`config.mk`:
```
export PLATFORM = sky130hd
export DESIGN_NAME = scie_cfir
export DESIGN_NICKNAME = d
export VERILOG_FILES = /design/src/rtl/scie_cfir_pkg.sv /design/src/rtl/scie_cfir_cmac.sv /design/src/rtl/scie_cfir.sv
export SDC_FILE = /design/constraint.sdc
export NUM_CORES = 2
export LEC_CHECK = 0
export BUFFER_PORTS_ARGS = -buffer_cell sky130_fd_sc_hd__buf_4
export CAP_MARGIN = 20
export CORE_ASPECT_RATIO = 1.2
export CORE_MARGIN = 3
export CORE_UTILIZATION = 55
export DETAILED_ROUTE_END_ITERATION = 10
export GPL_ROUTABILITY_DRIVEN = 1
export PLACE_DENSITY = 0.72
export SYNTH_ARGS = -nofsm -noshare
export SYNTH_HDL_FRONTEND = slang
export SYNTH_SLANG_ARGS = --single-unit
```
`constraint.sdc`:
```
create_clock -name clock -period 15.1 [get_ports clock]
set_clock_uncertainty 0.2 [all_clocks]
set_input_delay 0.755 -clock clock [delete_from_list [all_inputs] [get_ports clock]]
set_output_delay 0.755 -clock clock [all_outputs]
set_load 0.02 [all_outputs]
```
`src/rtl/scie_cfir_pkg.sv`:
```
// Shared opcodes, FSM states and the complex sample type for the scie_cfir unit.
// cplx_t is sized for the default 16-bit component width.
package scie_cfir_pkg;

  localparam logic [6:0] OP_LOAD  = 7'h0B;
  localparam logic [6:0] OP_PUSH  = 7'h2B;
  localparam logic [6:0] OP_READ  = 7'h5B;
  localparam logic [6:0] OP_CLEAR = 7'h7B;

  typedef enum logic [1:0] {
    ST_IDLE,
    ST_MAC,
    ST_DRAIN
  } state_t;

  localparam int CPLX_DW = 16;

  typedef struct packed {
    logic signed [CPLX_DW-1:0] re;
    logic signed [CPLX_DW-1:0] im;
  } cplx_t;

endpackage

```
`src/rtl/scie_cfir_cmac.sv`:
```
// One complex multiplier lane of the CFIR MAC pipeline; the full-width
// 2*DW+1 bit product is registered to form the product stage.
module scie_cfir_cmac
  import scie_cfir_pkg::*;
#(
  parameter int DW = 16
) (
  input  logic                 clock,
  input  logic                 reset,
  input  logic signed [DW-1:0] i_aRe,
  input  logic signed [DW-1:0] i_aIm,
  input  logic signed [DW-1:0] i_bRe,
  input  logic signed [DW-1:0] i_bIm,
  output logic signed [2*DW:0] o_pRe,
  output logic signed [2*DW:0] o_pIm
);

  logic signed [2*DW-1:0] w_rr;
  logic signed [2*DW-1:0] w_ii;
  logic signed [2*DW-1:0] w_ri;
  logic signed [2*DW-1:0] w_ir;

  assign w_rr = i_aRe * i_bRe;
  assign w_ii = i_aIm * i_bIm;
  assign w_ri = i_aRe * i_bIm;
  assign w_ir = i_aIm * i_bRe;

  // Sign-extend each partial product by one bit so the sum/difference cannot overflow.
  always_ff @(posedge clock or negedge reset) begin
    if (!reset) begin
      o_pRe <= '0;
      o_pIm <= '0;
    end else begin
      o_pRe <= {w_rr[2*DW-1], w_rr} - {w_ii[2*DW-1], w_ii};
      o_pIm <= {w_ri[2*DW-1], w_ri} + {w_ir[2*DW-1], w_ir};
    end
  end

endmodule

```
`src/rtl/scie_cfir.sv`:
```
// Complex FIR SCIE unit: banked coefficients, shared delay line, time-multiplexed MAC.
// Optional SCIE_CFIR_SAT_EN saturates the output instead of wrapping.
module scie_cfir
  import scie_cfir_pkg::*;
#(
  parameter int TAPS  = 5,
  parameter int LANES = 1,
  parameter int DW    = 16,
  parameter int BANKS = 2,
  parameter int SHIFT = 0
) (
  input  logic                 clock,
  input  logic                 reset,
  input  logic                 io_valid,
  input  logic [31:0]          io_insn,
  input  logic signed [DW-1:0] io_rs1_real,
  input  logic signed [DW-1:0] io_rs1_imag,
  input  logic [31:0]          io_rs2,
  output logic                 io_ready,
  output logic signed [DW-1:0] io_rd_real,
  output logic signed [DW-1:0] io_rd_imag,
  output logic                 io_overrun
);

  localparam int G   = (TAPS + LANES - 1) / LANES;
  localparam int PW  = 2*DW + 1;
  localparam int AW  = 2*DW + $clog2(TAPS) + 1;
  localparam int TIW = (TAPS  > 1) ? $clog2(TAPS)  : 1;
  localparam int BW  = (BANKS > 1) ? $clog2(BANKS) : 1;
  localparam int GW  = (G     > 1) ? $clog2(G)     : 1;

  logic signed [DW-1:0] r_coefRe [BANKS][TAPS];
  logic signed [DW-1:0] r_coefIm [BANKS][TAPS];
  logic signed [DW-1:0] r_xRe [TAPS];
  logic signed [DW-1:0] r_xIm [TAPS];

  state_t               r_state;
  logic [GW-1:0]        r_grp;
  logic                 r_drain;
  logic [BW-1:0]        r_bank;
  logic                 r_bankOk;
  logic                 r_pValid;
  logic                 r_ready;
  logic                 r_overrun;
  logic signed [AW-1:0] r_accRe;
  logic signed [AW-1:0] r_accIm;
  logic signed [DW-1:0] r_resRe;
  logic signed [DW-1:0] r_resIm;
  logic signed [DW-1:0] r_rdRe;
  logic signed [DW-1:0] r_rdIm;

  logic [6:0]     w_op;
  logic [1:0]     w_bankRaw;
  logic [BW-1:0]  w_bank;
  logic [TIW-1:0] w_tap;
  logic           w_bankOk;
  logic           w_inRange;
  logic           w_isLoad;
  logic           w_isPush;
  logic           w_isClear;
  logic           w_doLoad;
  logic           w_doPush;
  logic           w_doClear;
  logic           w_doRead;
  logic           w_drop;

  assign w_op      = io_insn[6:0];
  assign w_bankRaw = io_insn[13:12];
  assign w_bank    = w_bankRaw[BW-1:0];
  assign w_tap     = io_rs2[TIW-1:0];
  assign w_bankOk  = 32'(w_bankRaw) < 32'(BANKS);
  assign w_inRange = (io_rs2 < 32'(TAPS)) && w_bankOk;

  assign w_isLoad  = io_valid && (w_op == OP_LOAD);
  assign w_isPush  = io_valid && (w_op == OP_PUSH);
  assign w_isClear = io_valid && (w_op == OP_CLEAR);
  assign w_doRead  = io_valid && (w_op == OP_READ);
  assign w_doLoad  = w_isLoad && r_ready && w_inRange;
  assign w_doPush  = w_isPush && r_ready;
  assign w_doClear = w_isClear && r_ready;
  assign w_drop    = (w_isLoad || w_isPush || w_isClear) && !r_ready;

  always_ff @(posedge clock or negedge reset) begin
    if (!reset) begin
      for (int b = 0; b < BANKS; b++) begin
        for (int t = 0; t < TAPS; t++) begin
          r_coefRe[b][t] <= '0;
          r_coefIm[b][t] <= '0;
        end
      end
    end else if (w_doLoad) begin
      r_coefRe[w_bank][w_tap] <= io_rs1_real;
      r_coefIm[w_bank][w_tap] <= io_rs1_imag;
    end
  end

  // The delay line is shared by every bank; only PUSH and CLEAR touch it.
  always_ff @(posedge clock or negedge reset) begin
    if (!reset) begin
      for (int t = 0; t < TAPS; t++) begin
        r_xRe[t] <= '0;
        r_xIm[t] <= '0;
      end
    end else if (w_doClear) begin
      for (int t = 0; t < TAPS; t++) begin
        r_xRe[t] <= '0;
        r_xIm[t] <= '0;
      end
    end else if (w_doPush) begin
      r_xRe[0] <= io_rs1_real;
      r_xIm[0] <= io_rs1_imag;
      for (int t = 1; t < TAPS; t++) begin
        r_xRe[t] <= r_xRe[t-1];
        r_xIm[t] <= r_xIm[t-1];
      end
    end
  end

  logic signed [DW-1:0] w_cRe [LANES];
  logic signed [DW-1:0] w_cIm [LANES];
  logic signed [DW-1:0] w_sRe [LANES];
  logic signed [DW-1:0] w_sIm [LANES];
  logic signed [PW-1:0] w_pRe [LANES];
  logic signed [PW-1:0] w_pIm [LANES];

  // Lanes past the last tap in the final group see zero operands.
  always_comb begin
    for (int l = 0; l < LANES; l++) begin
      w_cRe[l] = '0;
      w_cIm[l] = '0;
      w_sRe[l] = '0;
      w_sIm[l] = '0;
      if ((int'(r_grp) * LANES + l) < TAPS) begin
        w_sRe[l] = r_xRe[TIW'(int'(r_grp) * LANES + l)];
        w_sIm[l] = r_xIm[TIW'(int'(r_grp) * LANES + l)];
        if (r_bankOk) begin
          w_cRe[l] = r_coefRe[r_bank][TIW'(int'(r_grp) * LANES + l)];
          w_cIm[l] = r_coefIm[r_bank][TIW'(int'(r_grp) * LANES + l)];
        end
      end
    end
  end

  for (genvar l = 0; l < LANES; l++) begin : g_lane
    scie_cfir_cmac #(.DW(DW)) u_cmac (
      .clock (clock),
      .reset (reset),
      .i_aRe (w_cRe[l]),
      .i_aIm (w_cIm[l]),
      .i_bRe (w_sRe[l]),
      .i_bIm (w_sIm[l]),
      .o_pRe (w_pRe[l]),
      .o_pIm (w_pIm[l])
    );
  end

  logic signed [AW-1:0] w_sumRe;
  logic signed [AW-1:0] w_sumIm;

  always_comb begin
    w_sumRe = '0;
    w_sumIm = '0;
    for (int l = 0; l < LANES; l++) begin
      w_sumRe = w_sumRe + AW'(w_pRe[l]);
      w_sumIm = w_sumIm + AW'(w_pIm[l]);
    end
  end

  logic signed [AW-1:0] w_shRe;
  logic signed [AW-1:0] w_shIm;
  logic signed [DW-1:0] w_outRe;
  logic signed [DW-1:0] w_outIm;
  logic signed [DW-1:0] w_rbRe;
  logic signed [DW-1:0] w_rbIm;

  assign w_shRe = r_accRe >>> SHIFT;
  assign w_shIm = r_accIm >>> SHIFT;
  assign w_rbRe = w_inRange ? r_coefRe[w_bank][w_tap] : '0;
  assign w_rbIm = w_inRange ? r_coefIm[w_bank][w_tap] : '0;

`ifdef SCIE_CFIR_SAT_EN
  localparam logic signed [AW-1:0] SAT_MAX = {{(AW-DW+1){1'b0}}, {(DW-1){1'b1}}};
  localparam logic signed [AW-1:0] SAT_MIN = {{(AW-DW+1){1'b1}}, {(DW-1){1'b0}}};

  assign w_outRe = (w_shRe > SAT_MAX) ? SAT_MAX[DW-1:0] :
                   (w_shRe < SAT_MIN) ? SAT_MIN[DW-1:0] : w_shRe[DW-1:0];
  assign w_outIm = (w_shIm > SAT_MAX) ? SAT_MAX[DW-1:0] :
                   (w_shIm < SAT_MIN) ? SAT_MIN[DW-1:0] : w_shIm[DW-1:0];
`else
  assign w_outRe = w_shRe[DW-1:0];
  assign w_outIm = w_shIm[DW-1:0];
`endif

  logic w_unused;
  assign w_unused = ^{io_insn[31:15], io_insn[11:7], w_shRe, w_shIm};

  // Completion is written after READ so it wins when both land on one edge.
  always_ff @(posedge clock or negedge reset) begin
    if (!reset) begin
      r_state   <= ST_IDLE;
      r_grp     <= '0;
      r_drain   <= 1'b0;
      r_bank    <= '0;
      r_bankOk  <= 1'b0;
      r_pValid  <= 1'b0;
      r_ready   <= 1'b1;
      r_overrun <= 1'b0;
      r_accRe   <= '0;
      r_accIm   <= '0;
      r_resRe   <= '0;
      r_resIm   <= '0;
      r_rdRe    <= '0;
      r_rdIm    <= '0;
    end else begin
      r_pValid <= (r_state == ST_MAC);
      if (r_pValid) begin
        r_accRe <= r_accRe + w_sumRe;
        r_accIm <= r_accIm + w_sumIm;
      end
      if (w_drop) begin
        r_overrun <= 1'b1;
      end
      if (w_doRead) begin
        r_rdRe <= io_insn[14] ? w_rbRe : r_resRe;
        r_rdIm <= io_insn[14] ? w_rbIm : r_resIm;
      end
      if (w_doClear) begin
        r_resRe <= '0;
        r_resIm <= '0;
      end
      case (r_state)
        ST_IDLE: begin
          if (w_doPush) begin
            r_state  <= ST_MAC;
            r_grp    <= '0;
            r_bank   <= w_bank;
            r_bankOk <= w_bankOk;
            r_ready  <= 1'b0;
            r_accRe  <= '0;
            r_accIm  <= '0;
          end
        end
        ST_MAC: begin
          r_grp <= r_grp + GW'(1);
          if (r_grp == GW'(G-1)) begin
            r_state <= ST_DRAIN;
            r_drain <= 1'b0;
          end
        end
        ST_DRAIN: begin
          r_drain <= 1'b1;
          if (r_drain) begin
            r_state <= ST_IDLE;
            r_ready <= 1'b1;
            r_resRe <= w_outRe;
            r_resIm <= w_outIm;
            r_rdRe  <= w_outRe;
            r_rdIm  <= w_outIm;
          end
        end
        default: r_state <= ST_IDLE;
      endcase
    end
  end

  assign io_ready   = r_ready;
  assign io_rd_real = r_rdRe;
  assign io_rd_imag = r_rdIm;
  assign io_overrun = r_overrun;

endmodule

```
==> impl_metrics.ini <==
[power]
switching_share_pct = 33.2
p_seq_share_pct = 41.1
intPower_uw = 3170
p_leak_uw = 0.0252
p_switching_uw = 1580
clkPwrFrac_pct = 35.6
powerDensity_mw_per_mm2 = 91.1
irDropWorstVdd_mv = 0.119
combPwrFrac_pct = 23.3

[die]
coreArea_sq_mm = 0.0864
initial_core_util_pct = 55.6
pin_count = 133
die_x_microns = 276
dieHeight_microns = 330
num_rows = 118
dieArea_sq_mm = 0.0908

[finish]
syn_to_final_growth_pct = 8.58
drive_gt1_share_pct = 17.5
register_area_sq_mm = 0.0155
fill_cells = 7101
utilization_pct = 60.3
multi_input_area_sq_mm = 0.0292
nNetsFinal = 5438

[logic_synthesis]
syn_nets = 5461
synth.cells.most_frequent = nand2_1, dfrtp_1, inv_1
ys_warn_count = 0
synthAdderAreaFrac_pct = 22.2
synthArstFlopShare_pct = 100
synthMuxAreaShare_pct = 17.2
yosys-top-cells-area = dfrtp_1, fa_1, mux2_2
synth_edf_count = 0
synth_most_common_cell = nand2_1
netlist-cell-type-count = 75
synth_top_family_by_area = adder cells
ys_seq_area_share_pct = 32.3
synth-simple-area-share_pct = 12.3
synth-xor-area-share_pct = 3.18
syn_area_sq_mm = 0.0480
ys.flop_type = dfrtp_1
yosysTopAreaCellShare_pct = 32.2
ys_ff_latch = 619
syn_inst = 4735
avgSynthCellArea_sq_um = 10.1
synth_compound_area_share_pct = 5.61
synth_area_leader_cell = dfrtp_1

[global_routing]
met1_usage_pct = 40.8
grt_use_met2_pct = 51.0
grt_pass1_vias = 37300
grt_use_met3_pct = 6.43
grt-ovfl-total = 0
gr-max-usage-layer = met2
antenna_found_initial = 6
grt_max_degree = 165
grt_first_pass_wirelength_mm = 220
grtUsageTotal_pct = 31.9

[cts]
clkLatencyLatePin_ps = 620
cts_buffers = 69
clk_pin_slew_worst_paths_ps = 60
clock-sinks = 619
root_buffer = clkbuf_16
clk_path_buf_depth = 3
cts_max_level = 3
cts.repair.resized = 0
cts_tree = yes

[worst_setup_path]
crit_path_end_kind = flop
path_class = reg -> reg
max_stage_delay_ps = 900
crit_required_ps = 15420
path_common_cell = fa_1
arrival_ps = 11050
reg2reg_from = r_grp[1]$_DFFE_PN0P_
r2r_slack_ps = 4370
startpoint_type = flop
r2r-end = g_lane[0].u_cmac.o_pRe[15]$_DFF_PN0_
crit_slowest_cell = o22ai_2
critPathMaxFanout = 45
worstRegToRegCells = 28

[sta]
setup_viol = 0
max_freq_mhz = 93.2
rsz0062_at_grt = false
finalMaxSlewViolations = 0
finalHoldViolations = 0
fin_ws_ps = 4370
fin_crit_ps = 10730
fin_setup_tns_ps = 0
tightest_slew_ps = 1330
maxSlewHeadroom_pct = 10.2
post-route-period-util_pct = 71.0

[min_path]
whs_path_depth = 2
hp-start = io_insn[13]
hold_class = in -> reg
min_to = r_bankOk$_DFFE_PN0P_

[place]
dpl.hpwl_mm = 97.3
post-place-ws_ps = 4540
port_buffers = 110
gp_congestion = 0.938

[route]
vias = 36000
wl_mm = 141
drtIter0Drc = 3635
antenna_left = 0
drc = 0
viasPerCell = 6.10
wl_per_cell_microns = 24.0
drt-pass1-iter-count = 7

[outcome]
status = complete, no violations

[run]
drv_cap = 0
-- power groups by stage --
stage | logic, uW | clock network (uW) | registers [uW]
after CTS | 1100 | 1710 | 1950
after global routing | 1190 | 1790 | 1960
after detailed placement | 1090 | 0 | 1970
after global placement | 1070 | 0 | 1970
after floorplan | 750 | 0 | 1930
final | 1110 | 1690 | 1950
-- how the worst max path moves through the flow --
stage                         startpoint                              endpoint  slack (ps)  depth (start not counted)
floorplan           r_grp[0]$_DFFE_PN0P_  g_lane[0].u_cmac.o_pRe[15]$_DFF_PN0_        6890                         34
global placement    r_grp[1]$_DFFE_PN0P_  g_lane[0].u_cmac.o_pRe[15]$_DFF_PN0_        4600                         28
detailed placement    r_bank$_DFFE_PN0P_  g_lane[0].u_cmac.o_pRe[15]$_DFF_PN0_        4540                         28
CTS                   r_bank$_DFFE_PN0P_  g_lane[0].u_cmac.o_pRe[15]$_DFF_PN0_        4510                         28
global route        r_grp[1]$_DFFE_PN0P_  g_lane[0].u_cmac.o_pRe[15]$_DFF_PN0_        4050                         28
finish              r_grp[1]$_DFFE_PN0P_  g_lane[0].u_cmac.o_pRe[15]$_DFF_PN0_        4370                         28
-- cells by family (layout without fill, tap and decap cells) --
group / after synthesis / after routing
DFF: 619 / 619
and+or+nand+nor: 1406 / 1406
xor gates and xnor gates: 170 / 170
other: 0 / 2
buffers and inverters: 848 / 874
muxes: 653 / 653
adders and majority gates: 627 / 627
AOI/OAI and AO/OA: 412 / 412
-- critical path: cells and delay by family (launching register included) --
kind / cells / cell delay [ps]
fa+ha+maj: 8 / 4030
xor+xnor: 11 / 2580
buf+inv: 6 / 1270
compound gates: 1 / 900
simple gates: 2 / 860
flops: 1 / 750
-- final cells by class --
class / instances / area share, %
multi-input combinational: 3268 / 56.1
sequential: 619 / 29.8
inverter: 542 / 3.90
clock buffer: 99 / 3.82
timing repair buffer: 212 / 3.17
tap: 1140 / 2.74
clock inverter: 21 / 0.511
antenna: 2 / 0.00960
-- timing repair --
action	CTS	global route
endpoints found under the setup margin	0	0
hold buffers	1	0
buffers inserted	0	0
hold endpoints to repair	2	0
-- through the flow --
stage,power [uW],hold slack (ps),instances,instance area [sq um]
2_1_floorplan,2680,236,4735,48000
3_3_place_gp,3040,248,5774,49800
3_5_place_dp,3070,263,5776,49800
4_1_cts,4760,159,5897,52100
5_1_grt,4940,193,5903,52100
6_report,4750,177,5903,52100
-- registers in the layout, summed over array words and instances, names as in the netlist, 80 cells and up --
signal,cells
r_coefIm,160
r_xRe,80
r_coefRe,160
r_xIm,80
-- cell usage in the layout, fill, tap and decap left out, drive strengths merged, types with 12 or more instances in the layout --
master | synthesis | layout
clkinv | 1 | 14
mux4 | 104 | 104
inv | 541 | 544
nand3 | 176 | 176
ha | 256 | 256
xnor2 | 142 | 142
nor2b | 12 | 12
and2 | 37 | 37
clkbuf | 194 | 101
nand2 | 710 | 710
o22a | 31 | 31
xor2 | 27 | 27
dfrtp | 618 | 618
nor2 | 362 | 362
nand2b | 35 | 35
mux2 | 341 | 341
a21oi | 118 | 118
a22oi | 17 | 17
a21o | 12 | 12
a222oi | 15 | 15
buf | 112 | 209
o21ai | 93 | 93
o21bai | 18 | 18
mux2i | 208 | 208
fa | 371 | 371
o22ai | 61 | 61
nor3 | 28 | 28
-- routing by layer --
metal  part of all wire (%)  routed length (microns)  up-vias
li1                       -                        -    15500
met1                     38                    53300    18300
met2                     47                    66000     1690
met3                    9.2                    12900      482
met4                    6.5                     9210        0
met5                      0                        0        -
Note: power is estimated with default switching activity, not from simulation.
